--- src/rtl/alu_arbiter.sv ---
`default_nettype none
// ============================================================================
// Module      : alu_arbiter
// Description : Round-robin arbiter sharing one combinational ALU between two
//               valid/ready requesters. The winner's operands are captured,
//               driven to the ALU for one cycle, and the registered result and
//               flags are held until the owning requester accepts them.
// Revision    : 1.0 - initial release
// ============================================================================
module alu_arbiter #(
    parameter int WIDTH = 32,
    parameter int SEL_W = 3
) (
    input  logic             clk,
    input  logic             rst,

    // Requester 0 operation channel
    input  logic             req0_valid,
    output logic             req0_ready,
    input  logic [WIDTH-1:0] req0_a,
    input  logic [WIDTH-1:0] req0_b,
    input  logic [SEL_W-1:0] req0_sel,

    // Requester 1 operation channel
    input  logic             req1_valid,
    output logic             req1_ready,
    input  logic [WIDTH-1:0] req1_a,
    input  logic [WIDTH-1:0] req1_b,
    input  logic [SEL_W-1:0] req1_sel,

    // Response channels (result/flags shared, valid per requester)
    output logic             rsp0_valid,
    input  logic             rsp0_ready,
    output logic             rsp1_valid,
    input  logic             rsp1_ready,
    output logic [WIDTH-1:0] rsp_result,
    output logic [3:0]       rsp_flags,

    // Shared combinational ALU
    output logic [WIDTH-1:0] alu_a,
    output logic [WIDTH-1:0] alu_b,
    output logic [SEL_W-1:0] alu_sel,
    input  logic [WIDTH-1:0] alu_out,
    input  logic             alu_zero,
    input  logic             alu_overflow,
    input  logic             alu_negative,
    input  logic             alu_carry,

    output logic             busy
);

    typedef enum logic [1:0] {
        S_IDLE = 2'd0,
        S_EXEC = 2'd1,
        S_RESP = 2'd2
    } state_t;

    state_t             r_state;
    state_t             w_state_nxt;

    logic               r_owner;        // requester owning the current operation
    logic               r_last_grant;   // most recent winner, for round-robin
    logic [WIDTH-1:0]   r_alu_a;
    logic [WIDTH-1:0]   r_alu_b;
    logic [SEL_W-1:0]   r_alu_sel;
    logic [WIDTH-1:0]   r_result;
    logic [3:0]         r_flags;

    logic               w_grant0;
    logic               w_grant1;
    logic               w_grant_any;
    logic               w_rsp_take;
    logic               w_exec_done;

    // Next-state and arbitration decode; grants exist only while idle
    always_comb begin
        w_state_nxt = r_state;
        w_grant0    = 1'b0;
        w_grant1    = 1'b0;
        w_rsp_take  = 1'b0;
        w_exec_done = 1'b0;
        case (r_state)
            S_IDLE: begin
                // Requester 0 wins unless requester 1 also asks and 0 went last
                w_grant0 = req0_valid && (!req1_valid || r_last_grant);
                w_grant1 = req1_valid && !w_grant0;
                if (w_grant0 || w_grant1) begin
                    w_state_nxt = S_EXEC;
                end
            end
            S_EXEC: begin
                w_exec_done = 1'b1;
                w_state_nxt = S_RESP;
            end
            S_RESP: begin
                // Only the owner's ready retires the response
                w_rsp_take = r_owner ? rsp1_ready : rsp0_ready;
                if (w_rsp_take) begin
                    w_state_nxt = S_IDLE;
                end
            end
            default: begin
                w_state_nxt = S_IDLE;
            end
        endcase
    end

    assign w_grant_any = w_grant0 || w_grant1;

    // State register; reset abandons any in-flight operation
    always_ff @(posedge clk or posedge rst) begin
        if (rst) begin
            r_state <= S_IDLE;
        end else begin
            r_state <= w_state_nxt;
        end
    end

    // Ownership and round-robin pointer, updated only on a grant
    always_ff @(posedge clk or posedge rst) begin
        if (rst) begin
            r_owner      <= 1'b0;
            r_last_grant <= 1'b1;
        end else if (w_grant_any) begin
            r_owner      <= w_grant1;
            r_last_grant <= w_grant1;
        end
    end

    // Operand capture from the winning requester; held in every other cycle
    always_ff @(posedge clk or posedge rst) begin
        if (rst) begin
            r_alu_a   <= '0;
            r_alu_b   <= '0;
            r_alu_sel <= '0;
        end else if (w_grant0) begin
            r_alu_a   <= req0_a;
            r_alu_b   <= req0_b;
            r_alu_sel <= req0_sel;
        end else if (w_grant1) begin
            r_alu_a   <= req1_a;
            r_alu_b   <= req1_b;
            r_alu_sel <= req1_sel;
        end
    end

    // Result and flag capture at the end of the single execute cycle
    always_ff @(posedge clk or posedge rst) begin
        if (rst) begin
            r_result <= '0;
            r_flags  <= 4'b0000;
        end else if (w_exec_done) begin
            r_result <= alu_out;
            r_flags  <= {alu_zero, alu_overflow, alu_negative, alu_carry};
        end
    end

    assign req0_ready = w_grant0;
    assign req1_ready = w_grant1;

    // Response valids decode straight from state so reset clears them at once
    assign rsp0_valid = (r_state == S_RESP) && !r_owner;
    assign rsp1_valid = (r_state == S_RESP) &&  r_owner;

    assign rsp_result = r_result;
    assign rsp_flags  = r_flags;

    assign alu_a   = r_alu_a;
    assign alu_b   = r_alu_b;
    assign alu_sel = r_alu_sel;

    assign busy = (r_state != S_IDLE);

endmodule
`default_nettype wire

--- config.mk ---
export PLATFORM = sky130hd
export DESIGN_NAME = alu_arbiter
export DESIGN_NICKNAME = d
export VERILOG_FILES = /design/src/rtl/alu_arbiter.sv
export SDC_FILE = /design/constraint.sdc
export NUM_CORES = 1
export LEC_CHECK = 0
export ABC_AREA = 1
export CORE_ASPECT_RATIO = 1.5
export CORE_MARGIN = 3
export CORE_UTILIZATION = 30
export CTS_CLUSTER_DIAMETER = 60
export DETAILED_ROUTE_END_ITERATION = 6
export DONT_BUFFER_PORTS = 1
export GPL_ROUTABILITY_DRIVEN = 1
export HOLD_SLACK_MARGIN = 0.12
export SLEW_MARGIN = 5
export SYNTH_ARGS = -nofsm -noshare
export SYNTH_HDL_FRONTEND = slang
export SYNTH_SLANG_ARGS = --single-unit
--- constraint.sdc ---
create_clock -name clk -period 6.7 [get_ports clk]
set_input_delay 1.34 -clock clk [delete_from_list [all_inputs] [get_ports clk]]
set_output_delay 1.34 -clock clk [all_outputs]
set_load 0.1 [all_outputs]
==> out/results.tsv <==
stage	metric	value	unit
sta	Finish-stage setup viols	0	
critical_path	Setup crit start	req1_valid	
floorplanning	Die ar.	0.0198	mm^2
routing	TritonRoute pass-1 iters	5	
logic_synthesis	Mapped Area	0.00543	mm^2
sta	final hold vios	0	
floorplanning	Initial Util	30.9	%
global_route	overall routing resource usage	14.8	%
placement	HPWL after detailed placement	10600	um
logic_synthesis	Mapped Nets	859	
clock_tree	setup bufs post-CTS	0	
logic_synthesis	post-synth top area share	48.8	%
min_path	Hold Crit Class	flip-flop to flip-flop	
clock_tree	Clk Latency, worst-skew pair	340	ps
routing	via/cell ratio	4.99	
clock_tree	clk slew on worst S/H paths	90	ps
sta	Slew HR	26.8	%
sta	final-report max-slew violation count	0	
clock_tree	CTS max path bufs	2	
min_path	Hold Crit Start	r_last_grant$_DFFE_PP1P_	
sta	Worst-Margin Slew	1100	ps
sta	f_max	0.247	GHz
critical_path	CP Class	input pin to output pin	
logic_synthesis	FF+latch count, synth	107	
floorplanning	core area	0.0176	mm^2
clock_tree	# clock sinks	107	
clock_tree	clock root buffer	clkbuf_16	
routing	# DRC	0	
sta	Clock Skew	12.0	ps
global_route	number of global-route vias before repair	4227	
global_route	first-pass GRT wire length	23200	um
floorplanning	row count	59	
placement	Buffers on Ports	0	
flow_run	Max-Cap Viols	0	
cells_and_area	post-route cell area	0.00586	mm^2
logic_synthesis	largest cells by area after synthesis	dfrtp_1 (49%), nand2_1 (14%), inv_1 (9.7%), nand4_1 (7.7%), nand3_1 (6.4%)	
sta	minimum clock period after layout	4050	ps
critical_path	Req. time, crit path	5360	ps
global_route	initial antenna violation count	0	
placement	placed cell areas	0.00555	mm^2
status	status	finished, final reports clean	
logic_synthesis	Syn Area/Cell	7.95	um^2
sta	fin crit share	60.5	%
min_path	Min-Delay Path Depth	2	
critical_path	RR Startpoint	r_state[1]$_DFFE_PP0P_	
routing	routed vias	4352	
cells_and_area	Syn-to-layout area delta	7.86	%
critical_path	Reg2Reg Depth	8	
clock_tree	CTS hold repair buffers	0	
logic_synthesis	sequential fraction of the synthesis area	49.3	%
clock_tree	CTS Buf Count	9	
logic_synthesis	Post-Syn Instances	683	
routing	post-route ant nets	0	
clock_tree	Post-CTS Resized	0	
floorplanning	num ports	284	
critical_path	Critical Path AT	2710	ps
global_route	grt total ovfl	0	
routing	drt wl/cell	17.5	um
sta	unrepaired setup endpoints after global routing	false	
cells_and_area	antenna cells	0	
clock_tree	TritonCTS clock tree	built	
min_path	Min-Delay Endpoint	r_last_grant$_DFFE_PP1P_	
cells_and_area	NumNets Final	830	
placement	GPL Wtd Cong	0.754	
sta	Fin Setup TNS	0	ps
global_route	pin count of the biggest net entering global routing	71	
cells_and_area	ratio of cells with drive above 1 in the final layout	6.22	%
clock_tree	H-tree lvl count	3	
critical_path	R2R setup slack	3210	ps
critical_path	Worst Path Max Fanout	69	
floorplanning	Die Y	171	um
critical_path	R2R Path End	alu_a[31]$_DFFE_PP0P_	
routing	DR iter-0 viols	232	
logic_synthesis	cell accounting for the most synthesized area	dfrtp_1	
logic_synthesis	Unique masters post-synth	19	
floorplanning	Die X	116	um
routing	final wirelength	15200	um
critical_path	critical path endpoint category	output pin	
logic_synthesis	Ys Warns	0	
critical_path	crit start category	input pin	
worst max-delay path, cell delays in order:
cell     delay (ps)
nand2_2          30
buf_4           350
nand2_1         130
nand3_1         160
inv_1           690
cell families after synthesis:
group,after synthesis,share of synthesized area (%)
simple gates,348,29.0
buf+inv,189,13.8
flops,107,49.3
mux,36,7.47
compound gates,3,0.346
cell usage in the layout, fill, tap and decap left out, drive strengths merged:
master	Yosys	layout
buf	24	6
dfrtp	106	106
clkbuf	22	9
dfstp	1	1
nor2	4	4
o21ai	3	3
mux2	36	36
inv	143	148
clkinv	0	2
nand3	70	70
nand4	67	67
nand2	207	207
worst max path at each step:
| stage | slack [ps] | end |
|---|---|---|
| 2_1_floorplan | 2540 | alu_a[0]$_DFFE_PP0P_ |
| 3_3_place_gp | 2620 | req1_ready |
| 3_5_place_dp | 2620 | req1_ready |
| 4_1_cts | 2620 | req1_ready |
| 5_1_grt | 2540 | req1_ready |
| 6_report | 2650 | req1_ready |
metal layers:
layer	wire length [um]	vias up	track usage (%)
met4	386	0	4.80
met3	1060	24	3.79
met1	5590	2069	16.1
li1	-	2061	-
met2	8190	198	27.6
met5	0	-	0
through the flow:
step	util, %	worst slack [ps]	hold WS [ps]	instances
floorplan	-	2540	461	683
global placement	31.6	2620	507	856
detailed placement	31.6	2620	496	856
CTS	33.3	2620	514	872
global route	33.3	2540	524	872
finish	33.3	2650	511	872
registers in the layout, summed over array words and instances, names as in the netlist:
signal	count
r_owner	1
rsp_flags	4
alu_sel	3
r_state	2
alu_b	32
rsp_result	32
r_last_grant	1
alu_a	32
synthesized netlist by cell type (all sizes together):
cell type,count
buf,24
clkbuf,22
dfrtp,106
dfstp,1
inv,143
mux2,36
nand2,207
nand3,70
nand4,67
nor2,4
o21ai,3
cell type report:
type,count,area [um^2]
clock inverters,7,86.3
well taps,213,267
multi-input cells,387,2020
fillers,1880,11700
repair buffers,6,45.0
flip-flops and latches,107,2680
clock buffers,9,225
inverters,143,539
Power is not shown: default switching activity piles up to over one toggle a cycle in this logic, so the estimate is an artifact.
